<file path="src/rtl/cmp_pkg.sv">
// Shared types for the sequential comparison unit: FSM states,
// the result flag bundle and a counter-width helper.
package cmp_pkg;

    // Controller states: wait for a request, step through slices, report.
    typedef enum logic [1:0] {
        IDLE = 2'd0,
        RUN  = 2'd1,
        DONE = 2'd2
    } state_t;

    // Exactly one of these is set after a completed comparison.
    typedef struct packed {
        logic equal;
        logic less_than;
        logic greater_than;
    } cmp_result_t;

    // Slice counter width; a single-slice build still needs one bit.
    function automatic int cnt_width(input int nslice);
        return (nslice > 1) ? $clog2(nslice) : 1;
    endfunction

endpackage

</file>
<file path="src/rtl/slice_comparator.sv">
// Combinational unsigned compare of one SLICE-bit operand slice.
module slice_comparator #(
    parameter int SLICE = 8
) (
    input  logic [SLICE-1:0] a,
    input  logic [SLICE-1:0] b,
    output logic             lt,
    output logic             gt,
    output logic             eq
);

    // Plain magnitude compare; signedness is handled upstream by biasing.
    always_comb begin
        lt = (a < b);
        gt = (a > b);
        eq = (a == b);
    end

endmodule

</file>
<file path="src/rtl/seq_comparison_unit.sv">
// Multi-cycle magnitude comparator. Operands are walked one slice per
// cycle from the most significant slice down, so a narrow comparator
// serves wide operands. Signed compares are turned into unsigned ones by
// flipping the sign bit of both operands at capture time.
module seq_comparison_unit
    import cmp_pkg::*;
#(
    parameter int WIDTH      = 32,
    parameter int SLICE      = 8,
    parameter int EARLY_EXIT = 1
) (
    input  logic             clk,
    input  logic             rst,
    input  logic             start,
    input  logic             is_signed,
    input  logic [WIDTH-1:0] a,
    input  logic [WIDTH-1:0] b,
    output logic             ready,
    output logic             done,
    output logic             equal,
    output logic             less_than,
    output logic             greater_than
);

    localparam int NSLICE = WIDTH / SLICE;
    localparam int CNT_W  = cnt_width(NSLICE);
    localparam logic [CNT_W-1:0] K_INIT = CNT_W'(NSLICE - 1);

    state_t            state;
    state_t            state_next;
    logic [WIDTH-1:0]  op_a;
    logic [WIDTH-1:0]  op_b;
    logic [CNT_W-1:0]  k;
    cmp_result_t       res;
    logic              decided;
    logic              done_r;

    logic              load;
    logic              set_diff;
    logic              set_equal;
    logic              dec_k;

    logic [SLICE-1:0]  slice_a;
    logic [SLICE-1:0]  slice_b;
    logic              s_lt;
    logic              s_gt;
    logic              s_eq;

    // Offset-binary conversion: inverting the sign bit maps two's
    // complement ordering onto unsigned ordering.
    function automatic logic [WIDTH-1:0] bias(input logic [WIDTH-1:0] v,
                                              input logic             sgn);
        logic [WIDTH-1:0] r;
        r            = v;
        r[WIDTH-1]   = v[WIDTH-1] ^ sgn;
        return r;
    endfunction

    assign slice_a = op_a[k*SLICE +: SLICE];
    assign slice_b = op_b[k*SLICE +: SLICE];

    slice_comparator #(
        .SLICE(SLICE)
    ) u_slice_cmp (
        .a (slice_a),
        .b (slice_b),
        .lt(s_lt),
        .gt(s_gt),
        .eq(s_eq)
    );

    // State register.
    always_ff @(posedge clk or posedge rst) begin
        if (rst) begin
            state <= IDLE;
        end else begin
            state <= state_next;
        end
    end

    // Next-state decode and per-cycle control strobes.
    always_comb begin
        state_next = state;
        load       = 1'b0;
        set_diff   = 1'b0;
        set_equal  = 1'b0;
        dec_k      = 1'b0;
        case (state)
            IDLE: begin
                if (start) begin
                    load       = 1'b1;
                    state_next = RUN;
                end
            end
            RUN: begin
                if (!decided && !s_eq) begin
                    // First differing slice decides the outcome.
                    set_diff = 1'b1;
                    if (EARLY_EXIT != 0 || k == '0) begin
                        state_next = DONE;
                    end else begin
                        dec_k = 1'b1;
                    end
                end else if (k == '0) begin
                    set_equal  = !decided;
                    state_next = DONE;
                end else begin
                    dec_k = 1'b1;
                end
            end
            DONE: begin
                state_next = IDLE;
            end
            default: begin
                state_next = IDLE;
            end
        endcase
    end

    // Result flags, decision marker, slice counter and done pulse.
    always_ff @(posedge clk or posedge rst) begin
        if (rst) begin
            res     <= '0;
            decided <= 1'b0;
            k       <= K_INIT;
            done_r  <= 1'b0;
        end else begin
            done_r <= (state == RUN) && (state_next == DONE);
            if (load) begin
                res     <= '0;
                decided <= 1'b0;
                k       <= K_INIT;
            end else begin
                if (set_diff) begin
                    res.less_than    <= s_lt;
                    res.greater_than <= s_gt;
                    decided          <= 1'b1;
                end
                if (set_equal) begin
                    res.equal <= 1'b1;
                end
                if (dec_k) begin
                    k <= k - 1'b1;
                end
            end
        end
    end

    // Operand capture; contents only matter after a load, so no reset.
    always_ff @(posedge clk) begin
        if (load) begin
            op_a <= bias(a, is_signed);
            op_b <= bias(b, is_signed);
        end
    end

    assign ready        = (state == IDLE);
    assign done         = done_r;
    assign equal        = res.equal;
    assign less_than    = res.less_than;
    assign greater_than = res.greater_than;

endmodule
</file>
<file path="config.mk">
export PLATFORM = sky130hd
export DESIGN_NAME = seq_comparison_unit
export DESIGN_NICKNAME = d
export VERILOG_FILES = /design/src/rtl/cmp_pkg.sv /design/src/rtl/slice_comparator.sv /design/src/rtl/seq_comparison_unit.sv
export SDC_FILE = /design/constraint.sdc
export NUM_CORES = 1
export LEC_CHECK = 0
export CORE_MARGIN = 2
export CORE_UTILIZATION = 45
export CTS_BUF_LIST = sky130_fd_sc_hd__clkbuf_8 sky130_fd_sc_hd__clkbuf_16
export CTS_CLUSTER_DIAMETER = 50
export DETAILED_ROUTE_END_ITERATION = 7
export PLACE_DENSITY = 0.74
export SLEW_MARGIN = 20
export SYNTH_ARGS = -nofsm -noshare
export SYNTH_HDL_FRONTEND = slang
export SYNTH_SLANG_ARGS = --single-unit
</file>
<file path="constraint.sdc">
create_clock -name clk -period 3.5 [get_ports clk]
set_clock_uncertainty 0.15 [all_clocks]
set_input_delay 0.525 -clock clk [delete_from_list [all_inputs] [get_ports clk]]
set_output_delay 0.525 -clock clk [all_outputs]
set_load 0.005 [all_outputs]
</file>
==> report_table.html <==
<table>
<tr><th>Metric</th><th>Value</th></tr>
<tr><th colspan="2">Outcome</th></tr>
<tr><td>Outcome</td><td>complete, no violations</td></tr>
<tr><th colspan="2">Power</th></tr>
<tr><td>Part of the power in the clock network</td><td>0.227</td></tr>
<tr><td>Logic gate share of total power</td><td>0.287</td></tr>
<tr><td>Share of total power in sequential cells</td><td>0.486</td></tr>
<tr><td>Switching fraction of total power</td><td>0.285</td></tr>
<tr><td>Maximum VDD drop</td><td>about 350 uV</td></tr>
<tr><td>Power density over the cells</td><td>685 nW/um2</td></tr>
<tr><td>Leakage component of the power</td><td>~1.5 nW</td></tr>
<tr><td>Int Pwr</td><td>1.93 mW</td></tr>
<tr><td>Power spent charging and discharging nets</td><td>just under 0.8 mW</td></tr>
<tr><td>Total Power Consumption</td><td>2.70 mW</td></tr>
<tr><th colspan="2">Timing</th></tr>
<tr><td>Post-route setup TNS</td><td>0 ns</td></tr>
<tr><td>Final setup fails</td><td>0</td></tr>
<tr><td>Normalized max-slew margin</td><td>0.633</td></tr>
<tr><td>Max Transition Viols Final</td><td>0</td></tr>
<tr><td>Transition time of the tightest slew-check pin</td><td>between 0.5 and 0.6 ns</td></tr>
<tr><td>Unrepaired setup endpoints after global routing</td><td>false</td></tr>
<tr><td>Hold violation total from the final report</td><td>0</td></tr>
<tr><td>Minimum clock period after layout</td><td>2.92 ns</td></tr>
<tr><td>Top achievable clock speed</td><td>between 300 and 400 MHz</td></tr>
<tr><td>Final cycle utilization of the critical path</td><td>0.836</td></tr>
<tr><th colspan="2">Placement</th></tr>
<tr><td>Global placer's final weighted congestion</td><td>0.824</td></tr>
<tr><td>HPWL Detailed</td><td>3730 um</td></tr>
<tr><td>Number of I/O port buffers</td><td>between 70 and 80</td></tr>
<tr><th colspan="2">Yosys</th></tr>
<tr><td>Share of the yosys chip area belonging to registers</td><td>0.731</td></tr>
<tr><td>Area share of the largest cell type after synthesis</td><td>0.653</td></tr>
<tr><td>Dominant cell type by area after synthesis</td><td>edfxtp_1</td></tr>
<tr><td>Number of instances in the synthesized netlist</td><td>between 150 and 200</td></tr>
<tr><td>Count of unique library cells instantiated by Yosys</td><td>28</td></tr>
<tr><td>Largest cells by area after synthesis</td><td>edfxtp_1 (65%), mux4_2 (12%), dfrtp_1 (6.0%)</td></tr>
<tr><td>Count of state elements after synthesis</td><td>between 70 and 80</td></tr>
<tr><td>Synthesized net count</td><td>228</td></tr>
<tr><td>Number of warnings issued by yosys</td><td>0</td></tr>
<tr><td>Post-Synthesis Mean Instance Area</td><td>19.5 um2</td></tr>
<tr><td>Post-synthesis cell area</td><td>2940 um2</td></tr>
<tr><th colspan="2">Drt</th></tr>
<tr><td>WL/cell</td><td>16.0 um</td></tr>
<tr><td>DR vias/cell</td><td>5.07</td></tr>
<tr><td>Via Count</td><td>between 1500 and 2000</td></tr>
<tr><td>Number of nets still failing antenna checks after routing</td><td>0</td></tr>
<tr><td>Wirelength, routed</td><td>5010 um</td></tr>
<tr><td>Number of search-and-repair iterations in the first detailed-routing pass</td><td>4</td></tr>
<tr><td>Number of DRC markers after the initial detailed-route iteration</td><td>67</td></tr>
<tr><td>Number of remaining DRC errors</td><td>0</td></tr>
<tr><th colspan="2">Global route</th></tr>
<tr><td>Largest net degree at the start of global routing</td><td>49</td></tr>
<tr><td>Number of global-route vias before repair</td><td>between 1500 and 2000</td></tr>
<tr><td>Total Routing Usage GR</td><td>0.149</td></tr>
<tr><td>Number of antenna violations at the first check in global routing</td><td>0</td></tr>
<tr><td>Sum of overflow across all layers after global routing</td><td>0</td></tr>
<tr><td>Wire length of the first global-routing pass</td><td>7780 um</td></tr>
<tr><th colspan="2">Worst setup path</th></tr>
<tr><td>CP max FO</td><td>18</td></tr>
<tr><td>Required time of the critical path</td><td>3.61 ns</td></tr>
<tr><td>Arrival time of data at the critical path endpoint</td><td>3.04 ns</td></tr>
<tr><td>Worst reg-to-reg path cell count</td><td>8</td></tr>
<tr><td>Critical Path Start Type</td><td>flop</td></tr>
<tr><td>Setup crit end kind</td><td>flop</td></tr>
<tr><td>Critical setup path kind</td><td>flop to flop</td></tr>
<tr><th colspan="2">Worst hold path</th></tr>
<tr><td>Hold/Removal Path Class</td><td>input pin to async pin</td></tr>
<tr><th colspan="2">CTS</th></tr>
<tr><td>Post-CTS sizing</td><td>0</td></tr>
<tr><td>Num Clock Sinks</td><td>73</td></tr>
<tr><td>Clk buf depth</td><td>2</td></tr>
<tr><td>Root Buffer</td><td>clkbuf_8</td></tr>
<tr><td>Clock latency at the later pin of the worst-skew pair</td><td>0.34 ns</td></tr>
<tr><td>Clock Pin Slew Worst Setup and Hold Paths</td><td>0.07 ns</td></tr>
<tr><td>CTS tree</td><td>yes</td></tr>
<tr><td>Number of buffers added by the clock tree synthesis step</td><td>9</td></tr>
<tr><td>Maximum level of the CTS H-tree</td><td>3</td></tr>
<tr><td>Number of buffers inserted for hold repair after clock tree synthesis</td><td>0</td></tr>
<tr><td>Post CTS Setup Buffer Count</td><td>0</td></tr>
<tr><th colspan="2">Job</th></tr>
<tr><td>Number of max-capacitance violations reported</td><td>0</td></tr>
<tr><th colspan="2">Finish</th></tr>
<tr><td>Layout Area Growth over Synthesis</td><td>34.0%</td></tr>
<tr><td>Proportion of layout cells with a drive suffix above 1</td><td>0.160</td></tr>
<tr><td>Number of fill cells</td><td>445</td></tr>
<tr><td>Final net count</td><td>about 300</td></tr>
<tr><td>Inserted Diodes</td><td>0</td></tr>
<tr><td>Core utilization of the finished layout</td><td>0.621</td></tr>
<tr><th colspan="2">Die</th></tr>
<tr><td>Initial core utilization</td><td>0.463</td></tr>
<tr><td>Horizontal die dimension</td><td>84.9 um</td></tr>
<tr><td>Die footprint</td><td>7200 um2</td></tr>
<tr><td>Core area</td><td>around 6300 um2</td></tr>
<tr><td>Vertical die dimension</td><td>84.9 um</td></tr>
<tr><td>Standard-cell row count</td><td>29</td></tr>
<tr><td>Total I/O pin count</td><td>73</td></tr>
</table>
[cells by family after synthesis]
kind of cell | count (synthesis) | share of synthesized area
flops | 73 | 0.731
simple gates | 21 | 0.0425
mux | 18 | 0.129
buf+inv | 16 | 0.0251
compound gates | 12 | 0.0281
fa+ha+maj | 9 | 0.0383
xor+xnor | 2 | 0.00596
[path summary, 6_finish.rpt]
check	from	end	slack, ns
worst min-delay path	rst	state[0]$_DFF_PP0_	0.29
worst min register to register	less_than$_DFFE_PP0P_	less_than$_DFFE_PP0P_	0.37
worst max-delay path	k[0]$_DFFE_PP1P_	k[0]$_DFFE_PP1P_	0.58
min in group clk	less_than$_DFFE_PP0P_	less_than$_DFFE_PP0P_	0.37
max in group asynchronous	rst	k[0]$_DFFE_PP1P_	2.61
worst max register to register	k[0]$_DFFE_PP1P_	k[0]$_DFFE_PP1P_	0.58
[cell type report]
| class | count | area (um2) | area share |
|---|---|---|---|
| Clock buffer | 9 | 124 | 0.0314 |
| Clock inverter | 7 | 61.3 | 0.0156 |
| Inverter | 12 | 45.0 | 0.0114 |
| Multi-Input combinational cell | 62 | 718 | 0.182 |
| Sequential cell | 73 | 2150 | 0.545 |
| Tap cell | 77 | 96.3 | 0.0244 |
| Timing Repair Buffer | 74 | 748 | 0.190 |
[worst max-delay path, cell delays in order, from the launching register on]
cell and delay, ns:
dfstp_2 0.89, buf_4 0.22, mux4_2 0.48, inv_1 0.07, ha_1 0.23, nand4_1 0.19, nor2_1 0.09, o21ai_1 0.27
mux2i_1 0.25
[per-layer routing]
metal / GRT usage / part of all wire / up-vias
met5: 0 / 0 / -
met2: 0.227 / 0.50 / 58
met3: 0.0399 / 0.048 / 10
li1: - / - / 757
met1: 0.190 / 0.42 / 767
met4: 0.0996 / 0.025 / 0
[cell usage after synthesis]
cell type / instances
a21oi_1: 5
a311o_1: 1
a31oi_1: 1
buf_2: 2
buf_4: 1
buf_6: 1
dfrtp_1: 7
dfstp_2: 2
edfxtp_1: 64
ha_1: 9
inv_1: 9
inv_2: 3
mux2i_1: 2
mux4_2: 16
nand2_1: 7
nand3_1: 1
nand3b_1: 2
nand4_1: 1
nand4_4: 1
nor2_1: 5
nor2b_1: 2
nor3b_1: 1
nor3b_2: 1
o211ai_1: 1
o21ai_1: 2
o21ai_4: 1
o31ai_1: 1
xor2_1: 2
[placed cells by master, fill, tap and decap left out, types with 2 or more instances in the layout]
master           Yosys  routed
nand3b_1             2       2
a21oi_1              5       5
clkdlybuf4s50_1      0      72
mux2i_1              2       2
nor2_1               5       5
clkinv_1             0       4
mux4_2              16      16
nor2b_1              2       2
edfxtp_1            64      64
xor2_1               2       2
ha_1                 9       9
dfstp_2              2       2
inv_2                3       3
dfrtp_1              7       7
clkbuf_8             0       9
o21ai_1              2       2
nand2_1              7       7
inv_1                9       9
[power groups by stage]
stage	clock, mW	combinational (mW)	sequential [mW]
final	0.612	0.776	1.31
after global routing	0.662	0.850	1.34
after CTS	0.630	0.786	1.32
after detailed placement	0	0.785	1.34
after global placement	0	0.767	1.33
after floorplan	0	0.597	1.26
[metrics by stage]
stage,setup WS [ns],instance area (um2),hold slack (ns),std cells
5_1_grt,0.359,3940,0.340,314
3_5_place_dp,0.537,3760,0.359,298
2_1_floorplan,0.782,2940,0.201,151
3_3_place_gp,0.580,3760,0.351,298
6_report,0.575,3940,0.291,314
4_1_cts,0.506,3940,0.302,314
[sequential cells by signal (all words and copies together), names as in the netlist]
| register | flops |
|---|---|
| decided | 1 |
| done | 1 |
| equal | 1 |
| greater_than | 1 |
| k | 2 |
| less_than | 1 |
| op_a | 32 |
| op_b | 32 |
| state | 2 |
No activity file was read; power rests on OpenSTA's default activity.
==> edit 1, RTL diff (same flow settings) <==
The parameter `WIDTH` goes from 32 to 64.
--- a/src/rtl/seq_comparison_unit.sv
+++ b/src/rtl/seq_comparison_unit.sv
@@ -5,7 +5,7 @@
 module seq_comparison_unit
     import cmp_pkg::*;
 #(
-    parameter int WIDTH      = 32,
+    parameter int WIDTH      = 64,
     parameter int SLICE      = 8,
     parameter int EARLY_EXIT = 1
 ) (
Interface: changed (resized a and b); port bits go from 73 to 137. No check against the original RTL was run, so the function may have changed too.
==> edit 1 against the original RTL <==
Routed wire length up 110%. Sequential share of layout area is 1.4 points lower. Worst setup slack got worse by 0.23 ns. Synthesized cell count grew 66%. Maximum frequency shrank 7.2%. Final cell count grew 78%. Sequential cell count grew 65. First-iteration DRC count is 150% higher. Cell area up 96%. Total power up 120%. Hold slack got worse by 0.042 ns. Synthesized area increased by 88%. Critical path type unchanged. Largest power group unchanged.
==> edit 1: results (changes against the original RTL) <==
Worst Path Max Fanout: 35 (was 18)
Post-synth ARST share: 0.0725 (was 0.123)
# Post-CTS Setup Buffers: 0 (unchanged)
Max VDD drop: 0.358 mV (was 0.351 mV)
diode count: 0 (unchanged)
sequential area share after synthesis: 0.742 (was 0.731)
htree depth: 4 (was 3)
number of synthesized flops with an enable pin: 128 (was 64)
layout cell share with drive strength beyond 1: 0.140 (was 0.160)
fin cells: 560 (was 314)
NumNets Final: 542 (was 309)
drt wl/cell: 18.6 um (was 16.0 um)
placed instance area: 0.00706 mm2 (was 0.00376 mm2)
status: completed (unchanged)
Synth Warn #: 0 (unchanged)
number of global-route vias before repair: 3181 (was 1670)
Synthesized Nets: 392 (was 228)
cts bufs inserted: 17 (was 9)
Starting DRT DRC Count: 167 (was 67)
LEAKAGE: 2.86 nW (was 1.45 nW)
Slew @ Worst Pin: 0.665 ns (was 0.551 ns)
first-pass GRT wire length: 16000 um (was 7780 um)
initial antenna violation count: 0 (unchanged)
HP Class: in -> async (unchanged)
total global-route track usage: 0.171 (was 0.149)
Detail Placement HPWL: 7390 um (was 3730 um)
Yosys cell types: 32 (was 28)
DRC viols: 0 (unchanged)
max-slew violation count: 0 (unchanged)
Syn Inst Count: 250 (was 151)
Synth area leaders: edfxtp_1 70%, mux4_1 10%, mux4_2 4.5%, dfrtp_1 3.2%, ha_1 2.3% (was edfxtp_1 65%, mux4_2 12%, dfrtp_1 6.0%, ha_1 3.8%, dfstp_2 1.8%)
Arr. time, crit path: 3.30 ns (was 3.04 ns)
Root Driver: clkbuf_16 (was clkbuf_8)
largest net degree at the start of global routing: 55 (was 49)
clk_lat worst skew: 0.41 ns (was 0.34 ns)
Max Buffers Root-to-Sink: 2 (unchanged)
Clk pin slew, worst setup/hold paths: 0.06 ns
Post-synth top cells: 128 x edfxtp_1, 21 x mux4_1, 11 x mux4_2 (was 64 x edfxtp_1, 16 x mux4_2, 9 x ha_1, 9 x inv_1)
Pre-antenna DRT Iters: 4 (unchanged)
final RePlAce weighted congestion: 0.791 (was 0.824)
sw frac: 0.250 (was 0.285)
input/output buffers: 136 (was 72)
via count: 2867 (was 1592)
post_cts resized: 0 (unchanged)
Largest regs: op_a: 64 flops, op_b: 64 flops, k: 3 flops (was op_a: 32 flops, op_b: 32 flops)
Inst Count DP: 528 (was 298)
## edit 1: cell types whose count changed in the layout (fill, tap and decap cells not counted), sizes merged, moves of 3 or more
cell           change
edfxtp            +64
inv                -8
clkinvlp           +3
mux2               +8
clkbuf             +8
mux4              +16
clkdlybuf4s50     +64
bufinv             +5
mux2i              +8
buf                +3
## edit 1: power by group through the flow
stage	Clock, mW	Combinational (mW)	Sequential, mW
after detailed placement	0	1.50	2.48
final	1.95	1.47	2.45
after global placement	0	1.46	2.46
after floorplan	0	1.05	2.43
after global routing	2.07	1.63	2.48
after CTS	1.99	1.51	2.45
## edit 1: cell type report
| type | instances | area [um2] |
|---|---|---|
| fill | 820 | 4300 |
| timing repair buffer | 141 | 1420 |
| multi-input combinational | 98 | 1330 |
| inverter | 4 | 18.8 |
| clock buffer | 17 | 425 |
| clock inverter | 15 | 230 |
| tap | 147 | 184 |
| sequential | 138 | 4100 |
## edit 1: routing by layer
metal,GRT usage,up-vias,part of all wire
met4,0.103,0,0.030
met1,0.187,1395,0.39
li1,-,1357,-
met2,0.300,94,0.53
met3,0.0427,21,0.047
met5,0,-,0
## edit 1: cell families (layout without fill, tap and decap cells)
family	count (synthesis)	after routing	share of synthesized area
flops	138	138	0.742
mux	50	50	0.179
simple gates	21	21	0.0186
compound gates	15	15	0.0177
buf+inv	14	177	0.0163
fa+ha+maj	10	10	0.0227
xor+xnor	2	2	0.00317
## edit 1: critical path, stage by stage, from the launching register on
cell	delay, ns
dfstp_2	0.54
buf_12	0.24
mux4_1	0.58
mux2_2	0.29
ha_1	0.32
nand4_1	0.20
o21ai_1	0.35
nor3_1	0.12
a32o_1	0.22
## edit 1: final timing paths
check / slack, ns / startpoint / depth (start not counted) / end
max in group asynchronous: 2.64 / rst / 2 / k[0]
min in group clk: 0.37 / equal / 1 / equal
worst min register to register: 0.37 / equal / 1 / equal
worst max register to register: 0.35 / k[0] / 8 / less_than
worst min-delay path: 0.25 / rst / 2 / decided
worst max-delay path: 0.35 / k[0] / 8 / less_than
## edit 1: per-stage QoR
stage                util  hold WS (ns)  total power [mW]  worst slack (ns)
floorplan               -         0.213              3.48             0.314
global placement    0.588         0.336              3.92             0.281
global route        0.642         0.281              6.18             0.144
detailed placement  0.588         0.347              3.98             0.190
CTS                 0.642         0.247              5.95             0.180
finish              0.642         0.249              5.87             0.347
==> edit 2, RTL diff (same settings) <==
Without the edit above. The 3 states of `state_t` get a one-hot encoding in 3 bits.
--- a/src/rtl/cmp_pkg.sv
+++ b/src/rtl/cmp_pkg.sv
@@ -3,10 +3,10 @@
 package cmp_pkg;
 
     // Controller states: wait for a request, step through slices, report.
-    typedef enum logic [1:0] {
-        IDLE = 2'd0,
-        RUN  = 2'd1,
-        DONE = 2'd2
+    typedef enum logic [2:0] {
+        IDLE = 3'b001,
+        RUN  = 3'b010,
+        DONE = 3'b100
     } state_t;
 
     // Exactly one of these is set after a completed comparison.
Function: same outputs for any inputs over 10 cycles, from zero or initial values and one cycle with rst high; not proved beyond that.
==> edit 2 against the original RTL <==
Routed wire length down 3.1%. Sequential cell count up 1. Total power down 0.65%. Largest power group unchanged. Cell area up 1.3%. Clock power up 12%. Die area up 0.97%. Global-route usage down 0.32 points. Synthesized area up 1.0%. Critical endpoint is now k[1]. Worst setup slack better by 0.044 ns. Sequential share of layout area about the same.
==> edit 2: results (changes against the original RTL) <==
Place WS: 0.568 ns (was 0.537 ns)
diode count: 0 (unchanged)
Post-synth top cells: 64 x edfxtp_1, 16 x mux4_2, 14 x nor2_1 (was 64 x edfxtp_1, 16 x mux4_2, 9 x ha_1, 9 x inv_1)
#MultiIn Comb: 64 (was 62)
sequential area share after synthesis: 0.732 (was 0.731)
LEAKAGE: 1.50 nW (was 1.45 nW)
Slew headroom: 0.656 (was 0.633)
post_cts resized: 0 (unchanged)
total global-route track usage: 0.146 (was 0.149)
Multi-input gate area: 718 um2 (unchanged)
Arr. time, crit path: 2.99 ns (was 3.04 ns)
final hold vios: 0 (unchanged)
Root Driver: clkbuf_8 (unchanged)
number of global-route vias before repair: 1689 (was 1670)
Synth area leaders: edfxtp_1 65%, mux4_2 12%, dfrtp_1 5.9%, ha_1 3.8%, dfstp_2 2.7% (was edfxtp_1 65%, mux4_2 12%, dfrtp_1 6.0%, ha_1 3.8%, dfstp_2 1.8%)
tap cells: 77 (unchanged)
Worst Path Max Fanout: 15 (was 18)
FF+latch count: 74 (was 73)
syn_area_per_cell: 19.2 um2 (was 19.5 um2)
placed instance area: 0.00378 mm2 (was 0.00376 mm2)
vias per inst: 4.95 (was 5.07)
# Post-CTS Setup Buffers: 0 (unchanged)
Synthesized Nets: 232 (was 228)
first-pass GRT wire length: 7780 um (about the same)
status: completed (unchanged)
htree depth: 3 (unchanged)
HP Class: in -> async (unchanged)
Crit path largest cell delay: 0.87 ns (was 0.89 ns)
final RePlAce weighted congestion: 0.820 (was 0.824)
Detail Placement HPWL: 3540 um (was 3730 um)
Synth Area in XOR/XNOR: 0.00589 (was 0.00595)
Clk pin slew, worst setup/hold paths: 0.07 ns (about the same)
sequential share of cell area: 0.545 (about the same)
input/output buffers: 72 (unchanged)
Post-synth ARST share: 0.135 (was 0.123)
layout cell share with drive strength beyond 1: 0.163 (was 0.160)
sequential cell area: 0.00218 mm2 (was 0.00215 mm2)
ClkCell Share: 0.0523 (was 0.0470)
largest net degree at the start of global routing: 51 (was 49)
mux cell area share after synthesis: 0.125 (was 0.129)
via count: 1568 (was 1592)
Max VDD drop: 0.419 mV (was 0.351 mV)
Inst Count DP: 301 (was 298)
Yosys cell types: 30 (was 28)
fillcell total: 472 (was 445)
non-clk buf share: 0.187 (was 0.190)
NumNets Final: 312 (was 309)
Largest regs: op_a: 32 flops, op_b: 32 flops, state: 3 flops (was op_a: 32 flops, op_b: 32 flops)
CP max-delay cell: dfstp_2 (unchanged)
Starting DRT DRC Count: 88 (was 67)
clk_lat worst skew: 0.33 ns
Signal buffers: 74 (unchanged)
post-synthesis compound-gate area fraction: 0.0215 (was 0.0281)
Post-Route WL: 4850 um (was 5010 um)
Synth Area in Adders: 0.0379 (was 0.0383)
[edit 2: changes by cell type in the layout (fill, tap and decap cells not counted), sizes merged, moves of 2 or more]
| cell | unedited run | this run |
|---|---|---|
| nand3b | 2 | 0 |
| clkinv | 5 | 3 |
| nor2 | 5 | 15 |
| nand2 | 7 | 2 |
| a21oi | 5 | 3 |
[edit 2: worst reg2reg max path: cells and delay by family, from the launching register on]
kind	cells	cell delay (ns)
flops	1	0.87
simple gates	2	0.24
buf+inv	1	0.24
compound gates	1	0.28
fa+ha+maj	1	0.32
mux	2	0.72
[edit 2: where the power goes]
group | total, mW | switching, mW | internal, mW | leakage, nW
Clock | 0.685 | 0.291 | 0.394 | 0.108
Sequential | 1.32 | 0.0957 | 1.23 | 0.726
Combinational | 0.676 | 0.316 | 0.360 | 0.662
Total | 2.68 | 0.703 | 1.98 | 1.50
[edit 2: kinds of logic (layout without fill, tap and decap cells)]
| group | after synthesis | count (layout) |
|---|---|---|
| DFF | 74 | 74 |
| and+or+nand+nor | 26 | 26 |
| muxes | 17 | 17 |
| buffers and inverters | 17 | 102 |
| AOI/OAI and AO/OA | 10 | 10 |
| adders and majority gates | 9 | 9 |
| xor gates and xnor gates | 2 | 2 |
[edit 2: final timing paths]
check,cells past startpoint,endpoint,start,slack [ns]
worst max-delay path,7,k[1],k[0],0.62
worst min register to register,2,equal,equal,0.36
min in group clk,2,equal,equal,0.36
worst min-delay path,2,state[2],rst,0.31
max in group asynchronous,2,k[1],rst,2.59
worst max register to register,7,k[1],k[0],0.62
[edit 2: routing by layer]
| metal | global-route usage | share of wire |
|---|---|---|
| met1 | 0.181 | 0.44 |
| met2 | 0.239 | 0.49 |
| met3 | 0.0350 | 0.052 |
| met4 | 0.0779 | 0.019 |
| met5 | 0 | 0 |
